`src/rtl/fifo_sync_param_pkg.sv`:
```
// rtl/fifo_sync_param_pkg.sv - shared sizing helpers and read-mode type for the parametrised FIFO
package fifo_pkg;

    typedef enum logic {
        MODE_STD  = 1'b0,
        MODE_FWFT = 1'b1
    } rd_mode_e;

    function automatic int cnt_w(input int depth);
        return $clog2(depth + 1);
    endfunction

    function automatic int ptr_w(input int depth);
        return ($clog2(depth) < 1) ? 1 : $clog2(depth);
    endfunction

    // Explicit wrap so non-power-of-two depths index only valid entries.
    function automatic int unsigned ptr_inc(input int unsigned ptr, input int unsigned depth);
        return (ptr >= depth - 1) ? 0 : ptr + 1;
    endfunction

endpackage

```
`src/rtl/fifo_sync_param_if.sv`:
```
// rtl/fifo_sync_param_if.sv - producer/consumer signal bundle for fifo_sync_param
interface fifo_sync_param_if
    import fifo_pkg::*;
#(
    parameter int WIDTH = 8,
    parameter int DEPTH = 4
);
    localparam int CNT_W = cnt_w(DEPTH);

    logic             wr_en;
    logic [WIDTH-1:0] wr_data;
    logic             rd_en;
    logic [WIDTH-1:0] rd_data;
    logic             rd_valid;
    logic             full;
    logic             empty;
    logic             almost_full;
    logic             almost_empty;
    logic [CNT_W-1:0] count;
    logic             err_clr;
    logic             overflow;
    logic             underflow;

    modport master (
        output wr_en, wr_data, rd_en, err_clr,
        input  rd_data, rd_valid, full, empty, almost_full, almost_empty,
               count, overflow, underflow
    );

    modport slave (
        input  wr_en, wr_data, rd_en, err_clr,
        output rd_data, rd_valid, full, empty, almost_full, almost_empty,
               count, overflow, underflow
    );
endinterface

```
`src/rtl/fifo_sync_param_mem.sv`:
```
// rtl/fifo_sync_param_mem.sv - FIFO storage array, one write port and one asynchronous read port
module fifo_mem
    import fifo_pkg::*;
#(
    parameter  int WIDTH = 8,
    parameter  int DEPTH = 4,
    localparam int PTR_W = ptr_w(DEPTH)
) (
    input  logic             clk,
    input  logic             i_wr_en,
    input  logic [PTR_W-1:0] i_wr_addr,
    input  logic [WIDTH-1:0] i_wr_data,
    input  logic [PTR_W-1:0] i_rd_addr,
    output logic [WIDTH-1:0] o_rd_data
);
    logic [WIDTH-1:0] r_mem [DEPTH];

    always_ff @(posedge clk) begin
        if (i_wr_en) begin
            r_mem[i_wr_addr] <= i_wr_data;
        end
    end

    assign o_rd_data = r_mem[i_rd_addr];
endmodule

```
`src/rtl/fifo_sync_param.sv`:
```
// rtl/fifo_sync_param.sv - synchronous FIFO with configurable depth, FWFT mode, threshold flags and sticky errors
module fifo_sync_param
    import fifo_pkg::*;
#(
    parameter int WIDTH     = 8,
    parameter int DEPTH     = 4,
    parameter int FWFT      = 0,
    parameter int AF_THRESH = 3,
    parameter int AE_THRESH = 1
) (
    input logic               clk,
    input logic               rst,
    fifo_sync_param_if.slave  bus
);
    localparam int       CNT_W = cnt_w(DEPTH);
    localparam int       PTR_W = ptr_w(DEPTH);
    localparam rd_mode_e MODE  = (FWFT != 0) ? MODE_FWFT : MODE_STD;

    if (DEPTH < 2) begin : g_chk_depth
        $error("fifo_sync_param: DEPTH must be >= 2");
    end
    if (AF_THRESH < 1 || AF_THRESH > DEPTH) begin : g_chk_af
        $error("fifo_sync_param: AF_THRESH out of range 1..DEPTH");
    end
    if (AE_THRESH < 0 || AE_THRESH > DEPTH - 1) begin : g_chk_ae
        $error("fifo_sync_param: AE_THRESH out of range 0..DEPTH-1");
    end

    logic [PTR_W-1:0] r_wr_ptr;
    logic [PTR_W-1:0] r_rd_ptr;
    logic [CNT_W-1:0] r_count;
    logic             r_overflow;
    logic             r_underflow;
    logic             w_full;
    logic             w_empty;
    logic             w_wr_acc;
    logic             w_rd_acc;
    logic [WIDTH-1:0] w_mem_rd;

    assign w_full   = (r_count == CNT_W'(DEPTH));
    assign w_empty  = (r_count == '0);
    // A write into a full FIFO is still accepted when a read frees a slot the same cycle.
    assign w_rd_acc = bus.rd_en & ~w_empty;
    assign w_wr_acc = bus.wr_en & (~w_full | w_rd_acc);

    always_ff @(posedge clk) begin
        if (rst) begin
            r_wr_ptr    <= '0;
            r_rd_ptr    <= '0;
            r_count     <= '0;
            r_overflow  <= 1'b0;
            r_underflow <= 1'b0;
        end else begin
            if (w_wr_acc) begin
                r_wr_ptr <= PTR_W'(ptr_inc(32'(r_wr_ptr), 32'(DEPTH)));
            end
            if (w_rd_acc) begin
                r_rd_ptr <= PTR_W'(ptr_inc(32'(r_rd_ptr), 32'(DEPTH)));
            end
            case ({w_wr_acc, w_rd_acc})
                2'b10:   r_count <= r_count + CNT_W'(1);
                2'b01:   r_count <= r_count - CNT_W'(1);
                default: r_count <= r_count;
            endcase
            if (bus.wr_en && !w_wr_acc) begin
                r_overflow <= 1'b1;
            end else if (bus.err_clr) begin
                r_overflow <= 1'b0;
            end
            if (bus.rd_en && !w_rd_acc) begin
                r_underflow <= 1'b1;
            end else if (bus.err_clr) begin
                r_underflow <= 1'b0;
            end
        end
    end

    fifo_mem #(
        .WIDTH (WIDTH),
        .DEPTH (DEPTH)
    ) u_mem (
        .clk       (clk),
        .i_wr_en   (w_wr_acc),
        .i_wr_addr (r_wr_ptr),
        .i_wr_data (bus.wr_data),
        .i_rd_addr (r_rd_ptr),
        .o_rd_data (w_mem_rd)
    );

    if (MODE == MODE_STD) begin : g_std
        logic [WIDTH-1:0] r_rd_data;
        logic             r_rd_valid;

        always_ff @(posedge clk) begin
            if (rst) begin
                r_rd_data  <= '0;
                r_rd_valid <= 1'b0;
            end else begin
                r_rd_valid <= w_rd_acc;
                if (w_rd_acc) begin
                    r_rd_data <= w_mem_rd;
                end
            end
        end

        assign bus.rd_data  = r_rd_data;
        assign bus.rd_valid = r_rd_valid;
    end else begin : g_fwft
        assign bus.rd_data  = w_mem_rd;
        assign bus.rd_valid = ~w_empty;
    end

    assign bus.full         = w_full;
    assign bus.empty        = w_empty;
    assign bus.almost_full  = (r_count >= CNT_W'(AF_THRESH));
    assign bus.almost_empty = (r_count <= CNT_W'(AE_THRESH));
    assign bus.count        = r_count;
    assign bus.overflow     = r_overflow;
    assign bus.underflow    = r_underflow;
endmodule

```
`src/flat_wrapper.sv`:
```
// flat-port wrapper written by rule: the top's interface ports become plain ports
module fifo_sync_param_flat import fifo_pkg::*;
#(
    parameter int WIDTH     = 8,
    parameter int DEPTH     = 4,
    parameter int FWFT      = 0,
    parameter int AF_THRESH = 3,
    parameter int AE_THRESH = 1
)
  (clk, rst, bus_wr_en, bus_wr_data, bus_rd_en, bus_err_clr, bus_rd_data, bus_rd_valid, bus_full, bus_empty, bus_almost_full, bus_almost_empty, bus_count, bus_overflow, bus_underflow);
  fifo_sync_param_if #(.WIDTH(WIDTH), .DEPTH(DEPTH)) bus_i ();
  input logic clk;
  input logic rst;
  input wire logic [$bits(bus_i.wr_en)-1:0] bus_wr_en;
  input wire logic [$bits(bus_i.wr_data)-1:0] bus_wr_data;
  input wire logic [$bits(bus_i.rd_en)-1:0] bus_rd_en;
  input wire logic [$bits(bus_i.err_clr)-1:0] bus_err_clr;
  output wire logic [$bits(bus_i.rd_data)-1:0] bus_rd_data;
  output wire logic [$bits(bus_i.rd_valid)-1:0] bus_rd_valid;
  output wire logic [$bits(bus_i.full)-1:0] bus_full;
  output wire logic [$bits(bus_i.empty)-1:0] bus_empty;
  output wire logic [$bits(bus_i.almost_full)-1:0] bus_almost_full;
  output wire logic [$bits(bus_i.almost_empty)-1:0] bus_almost_empty;
  output wire logic [$bits(bus_i.count)-1:0] bus_count;
  output wire logic [$bits(bus_i.overflow)-1:0] bus_overflow;
  output wire logic [$bits(bus_i.underflow)-1:0] bus_underflow;
  assign bus_i.wr_en = bus_wr_en;
  assign bus_i.wr_data = bus_wr_data;
  assign bus_i.rd_en = bus_rd_en;
  assign bus_i.err_clr = bus_err_clr;
  assign bus_rd_data = bus_i.rd_data;
  assign bus_rd_valid = bus_i.rd_valid;
  assign bus_full = bus_i.full;
  assign bus_empty = bus_i.empty;
  assign bus_almost_full = bus_i.almost_full;
  assign bus_almost_empty = bus_i.almost_empty;
  assign bus_count = bus_i.count;
  assign bus_overflow = bus_i.overflow;
  assign bus_underflow = bus_i.underflow;
  fifo_sync_param #(.WIDTH(WIDTH), .DEPTH(DEPTH), .FWFT(FWFT), .AF_THRESH(AF_THRESH), .AE_THRESH(AE_THRESH)) u_core (.clk(clk), .rst(rst), .bus(bus_i));
endmodule
```
`config.mk`:
```
export PLATFORM = sky130hd
export DESIGN_NAME = fifo_sync_param_flat
export DESIGN_NICKNAME = d
export VERILOG_FILES = /design/src/rtl/fifo_sync_param_pkg.sv /design/src/rtl/fifo_sync_param_if.sv /design/src/rtl/fifo_sync_param_mem.sv /design/src/rtl/fifo_sync_param.sv /design/src/flat_wrapper.sv
export SDC_FILE = /design/constraint.sdc
export NUM_CORES = 1
export LEC_CHECK = 0
export CAP_MARGIN = 5
export CORE_ASPECT_RATIO = 0.6
export CORE_MARGIN = 8
export CORE_UTILIZATION = 53
export DETAILED_ROUTE_END_ITERATION = 12
export PLACE_DENSITY = 0.76
export SLEW_MARGIN = 5
export SYNTH_ARGS = -nofsm -noshare
export SYNTH_HDL_FRONTEND = slang
export SYNTH_SLANG_ARGS = --single-unit
```
`constraint.sdc`:
```
create_clock -name clk -period 2.2 [get_ports clk]
set_input_delay 0.44 -clock clk [delete_from_list [all_inputs] [get_ports clk]]
set_output_delay 0.44 -clock clk [all_outputs]
set_load 0.02 [all_outputs]
```
## Word level (Yosys, flattened, before mapping)

Memory sizes are Yosys's and may differ from the RTL's. A register that Yosys moved wholly into a read port is not among the register bits.
Cells that the tools add are included.

| storage, ports and cells | value |
|---|---|
| register bits after elaboration | 10 |
| RAM bits | 32 |
| input port bits | 13 |
| output and inout bits | 18 |
| memories kept | 1 |

Memory list:

| memory | depth | width | read ports | clocked after memory_dff | write ports | line | text |
|---|---|---|---|---|---|---|---|
| u_core.u_mem.r_mem | 4 | 8 | 1 | 1 | 1 | fifo_sync_param_mem.sv:16 | `logic [WIDTH-1:0] r_mem [DEPTH];` |

| cells by class | value |
|---|---|
| $add $sub $neg | 4 |
| $lt $le $gt $ge | 4 |
| equal/unequal tests | 3 |
| muxes and demuxes | 8 |
| bitwise gates (word level) | 5 |
| reduce and logical (&&, ||, !) cells | 8 |

Operators by type and width:

| kind | number |
|---|---|
| 3-bit one-hot mux with 2 select lines | 1 |
| 2-bit nonzero test | 3 |
| 1-bit two-way mux | 5 |
| 2-bit by 1-bit adder with 2-bit output, second input constant | 2 |
| 2-bit greater-or-equal comparator, second input constant | 2 |
| 2-bit two-way mux | 2 |
| 3-bit by 1-bit adder with 3-bit output, second input constant | 1 |
| 3-bit == test, second input constant | 1 |
| 3-bit by 2-bit greater-or-equal comparator with 1-bit output, second input constant | 1 |
| 3-bit by 1-bit <= comparator with 1-bit output, second input constant | 1 |
| 3-bit zero test | 1 |
| 3-bit by 1-bit subtractor with 3-bit output, second input constant | 1 |
| 1-bit AND | 2 |
| 2-bit by 1-bit == test with 1-bit output, second input constant | 1 |
| 2-bit == test, second input constant | 1 |
| 1-bit logical AND | 2 |
| 1-bit zero test | 2 |
| 1-bit NOT | 2 |
| 1-bit OR | 1 |

## Depth between registers and ports, before layout

Gate-level depths: netlist of run 1.

| depth | value |
|---|---|
| depth after elaboration | 8 |
| mapped depth | 11 |
| gate-level depth less buffers | 9 |

## Hierarchy

From an unflattened synthesis of run 1, not the netlist that was laid out.

| unflattened totals | value |
|---|---|
| cells, all modules | 156 |
| area total of the unflattened synthesis | 2,075.7 um^2 |

By module, submodules not included:

| module | times used | cells each | area each (um^2) | sequential area each (um^2) |
|---|---|---|---|---|
| fifo_mem | 1 | 46 | 1,188.6 | 960.9 |
| fifo_sync_param | 1 | 110 | 887.1 | 360.3 |

## Worst setup path after synthesis of run 1

No wires, ideal clock.

| timing path | value |
|---|---|
| path kind | reg-to-reg |
| start point | register u_core.r_count[0] (netlist: u_core.bus.count[0]) |
| end point | register u_core.r_count[2] (netlist: u_core.bus.count[2]) |
| setup time | 132 ps |
| arrival time | 1,834 ps |
| required time | 2,068 ps |
| path slack | 233 ps |
| stages on the path, launching flop included | 11 |
| cell sequence | dfxtp_1 -> inv_1 -> ha_1 -> nand2b_1 -> buf_6 -> inv_4 -> buf_2 -> nor2_1 -> ha_1 -> o21ai_0 -> a21oi_1 |

| on the way | value |
|---|---|
| longest elaborated chain between the ends | 7 |

RTL lines:

| element | line | text |
|---|---|---|
| start: declaration | fifo_sync_param.sv:31 | `logic [CNT_W-1:0] r_count;` |
| start signal: assignment | fifo_sync_param.sv:61 | `2'b10: r_count <= r_count + CNT_W'(1);` |
| start signal: assignment | fifo_sync_param.sv:62 | `2'b01: r_count <= r_count - CNT_W'(1);` |
| start signal: assignment | fifo_sync_param.sv:63 | `default: r_count <= r_count;` |
| 3-bit zero test * | fifo_sync_param.sv:41 | `assign w_empty = (r_count == '0);` |
| net bus_empty | flat_wrapper.sv:21 | `output wire logic [$bits(bus_i.empty)-1:0] bus_empty;` |
| 1-bit NOT * | fifo_sync_param.sv:43 | `assign w_rd_acc = bus.rd_en & ~w_empty;` |
| 1-bit AND * | fifo_sync_param.sv:43 |  |
| net u_core.w_rd_acc | fifo_sync_param.sv:37 | `logic w_rd_acc;` |
| 1-bit OR | fifo_sync_param.sv:44 | `assign w_wr_acc = bus.wr_en & (~w_full \| w_rd_acc);` |
| 1-bit AND | fifo_sync_param.sv:44 |  |
| 2-bit by 1-bit == test with 1-bit output / 2-bit == test (equally long branches) | fifo_sync_param.sv:60 | `case ({w_wr_acc, w_rd_acc})` |
| 3-bit one-hot mux with 2 select lines / 2-bit nonzero test (equally long branches) | -- |  |

Mark *: on every way through the listed nets, which the timed path passes. The rest lies on a longest branch.
A chain may end at the register's enable or synchronous reset.

## Final worst setup path of run 1

| timing path | value |
|---|---|
| start point | register u_core.r_count[0] (netlist: u_core.bus.count[0]) |
| end point | output bus_empty |

| on the way | value |
|---|---|
| longest elaborated chain between the ends | 1 |

RTL lines:

| element | line |
|---|---|
| 3-bit zero test | fifo_sync_param.sv:41 |
| end: declaration | flat_wrapper.sv:21 |

No other way between the ends.

==> flow_summary.ini, run 1 <==
[outcome]
outcome = finished clean

[sta]
period_share_pct = 93.8
fmax_mhz = 484
hold_viol_final = 0
finClkSkew_ns = 0.00452
final-setup-viol-count = 0
period_needed_ns = 2.06
rsz0062_at_grt = no
slew_headroom_pct = 54.8
fin_tns_setup_ns = 0
drv_slew = 0
worst_pin_slew_ns = 0.676

[worst_setup_path]
slowest_stage = dfxtp_1
r2r-start = u_core.bus.count[0]
crit_path_cell_trace = inv_1, ha_1, nand2b_1, inv_4, dlygate4sd2_1
worstSetupStartpoint = u_core.bus.count[0]
worst-path-max-fanout = 15
cp_data_arrival_time_ns = 1.62
path_delay_family = buffers and inverters
path_class = reg -> out
critical_path_buf_inv_count = 3
worst_path_largest_cell_delay_ns = 0.41
critPathCaptureType = output port
cp.required_ns = 1.76
critPathLaunchType = flip-flop

[job]
maxCapViolCount = 0

[placement]
portBuffers = 30
gp_congestion = 0.783
dp_hpwl_um = 3230
placed_area_um2 = 2450
place_inst = 230

[synth]
async_flop_share_pct = 0
synthesis.area_um2 = 2060
yosysSeqAreaShare_pct = 64.1
synth_seq_cells = 50
yosysWarnings = 0
syn_inst = 152
synth_flop_cell = edfxtp_1
synth.net_count = 175
synth_edf_count = 32
yosysUniqueCellTypes = 26
synth_top_area_cell = edfxtp_1
avgSynthCellArea_um2 = 13.6
synth.top_cells.by_area = edfxtp_1, dfxtp_1, mux4_2, ha_1, a21oi_1
yosysTopAreaCellShare_pct = 46.6

[cts]
htreeDepth = 2
hold_buffers = 0
numCtsBuffers = 5
post_cts_buffers = 0
cts-root-buf = clkbuf_8
cts_tree = built
cts.sinks = 50
cts_buffer_depth = 2
clk_pin_slew_worst_paths_ns = 0.09
clk_latency_ns = 0.30

[drt]
drt_drc_violations_left = 0
first_pass_iters = 4
vias = 1332
antenna_left = 0
drt_iter0_drc = 75
via_per_inst = 5.60
wire_per_inst_um = 18.2
routed_wl_um = 4340

[global_routing]
grt_max_degree = 19
antenna_found_initial = 0
grt_pass1_wl_um = 6670
grt_pass1_vias = 1319
grtUsageTotal_pct = 14.4
grt_overflow = 0

[die]
core_um2 = 3700
die_area_um2 = 6210
initial_core_util_pct = 55.7
rows = 17
ios = 31
dieWidth_um = 96.5
die_y_um = 64.3

[power_and_ir_drop]
p_leak_nw = 0.941
p_per_area_nw_per_um2 = 1100
ir_drop_mv = 0.928

[hold_path]
hold_path_class = reg -> reg
hp-start = u_core.bus.rd_data[5]

[layout]
fin_util_pct = 68.7
layout.nets = 213
layout.cell_area.non_filler_um2 = 2540
fill_cells = 258
instances_no_fill = 238
layout-drive-gt1-share_pct = 13.6
antennaDiodeCount = 0
syn2layout_area_growth_pct = 23.3
cells in the mapped netlist (2+ instances only):
cell and count:
a21oi_1 15, and2_1 4, and3b_1 2, buf_2 2, clkbuf_1 4, dfxtp_1 18
edfxtp_1 32, ha_1 10, inv_1 9, mux4_2 8, nand3_1 9, nor2_1 9
nor2b_1 3, o21ai_0 12, o21ai_1 2, or4_1 2, xor2_1 2
placed cells by master, fill, tap and decap left out:
master           instances
nor3_1                   1
ha_1                    10
nand3_1                  9
clkdlybuf4s50_1         27
and3b_1                  2
o21bai_1                 1
dlymetal6s2s_1           1
nor2_1                   9
nand2_1                  1
xor2_1                   2
edfxtp_1                32
or4_1                    2
dfxtp_1                 18
inv_6                    1
o21ai_1                  2
dlygate4sd2_1            2
nand2b_1                 1
a21oi_1                 15
and2_1                   4
mux4_2                   8
inv_4                    1
a211oi_1                 1
nor2b_1                  3
inv_1                    9
clkinvlp_4               1
o21ai_0                 12
nand3b_1                 1
buf_4                    9
clkinv_4                 1
clkbuf_8                 5
kinds of logic (layout without fill, tap and decap cells):
family / count (synthesis) / after routing / share of synthesized area (%)
xor gates and xnor gates: 2 / 2 / 0.850
buffers and inverters: 18 / 57 / 3.88
and+or+nand+nor: 33 / 33 / 8.62
AOI/OAI and AO/OA: 31 / 31 / 7.77
muxes: 8 / 8 / 8.74
DFF: 50 / 50 / 64.1
adders and majority gates: 10 / 10 / 6.07
state kept, by name, summed over array words and instances (netlist names):
name                  cells
u_core.bus.underflow      1
u_core.bus.overflow       1
u_core.r_wr_ptr           2
u_core.bus.rd_data        8
u_core.bus.count          3
u_core.r_rd_ptr           2
u_core.bus.rd_valid       1
u_core.u_mem.r_mem       32
metal layers:
layer	vias to the layer above	GRT usage (%)	routed length, um
met4	0	4.13	52
met3	8	4.78	433
met2	61	22.4	2130
met5	-	0	0
met1	633	18.7	1730
li1	630	-	-
timing repair:
action,CTS,global route
resized for setup,2,1
setup endpoints to repair,2,1
endpoints found under the hold margin,0,0
worst paths after layout:
path | cells after the start | slack [ns] | to
worst max-delay path | 5 | 0.14 | bus_empty
worst min-delay path | 2 | 0.48 | u_core.bus.rd_data[5]
worst max register to register | 8 | 0.28 | u_core.bus.count[2]
worst min register to register | 2 | 0.48 | u_core.bus.rd_data[5]
worst reg2reg max path, cell delays in order, from the launching register on:
cell and delay (ns):
dfxtp_1 0.41, inv_1 0.11, ha_1 0.24, and3b_1 0.19
nor2_1 0.12, inv_1 0.06, ha_1 0.36, o21ai_0 0.21
a21oi_1 0.09
metrics by stage:
| step | hold WS (ns) | total power, W | setup WS (ns) |
|---|---|---|---|
| final | 0.482 | 0.00281 | 0.136 |
| after global routing | 0.518 | 0.00295 | 0.0539 |
| after CTS | 0.481 | 0.00282 | 0.0522 |
| after detailed placement | 0.468 | 0.00231 | 0.0677 |
| after global placement | 0.460 | 0.00224 | 0.180 |
| after floorplan | 0.487 | 0.00189 | 0.233 |
where the power goes:
part	switching (W)	internal (W)	leakage, nW
clock	0.000312	0.000230	0.0447
sequential	0.000108	0.00112	0.441
combinational	0.000577	0.000463	0.455
total	0.000998	0.00181	0.941
layout make-up:
| cell class | count | area, um^2 | area share, % |
|---|---|---|---|
| clock inverters | 3 | 25.0 | 0.984 |
| multi-input cells | 84 | 661 | 26.0 |
| repair buffers | 39 | 368 | 14.5 |
| clock buffers | 5 | 68.8 | 2.71 |
| well taps | 47 | 58.8 | 2.31 |
| flip-flops and latches | 50 | 1320 | 52.0 |
| inverters | 10 | 40.0 | 1.57 |
No activity file was read; power rests on OpenSTA's default activity.
==> run 2, diff against run 1 <==
--- a/config.mk
+++ b/config.mk
@@ -9,6 +9,7 @@
 export CORE_ASPECT_RATIO = 0.6
 export CORE_MARGIN = 8
 export CORE_UTILIZATION = 53
+export CTS_CLUSTER_SIZE = 24
 export DETAILED_ROUTE_END_ITERATION = 12
 export PLACE_DENSITY = 0.76
 export SLEW_MARGIN = 5
==> results of run 2 <==
The final DEF is identical to that of run 1; final timing and power are the same.
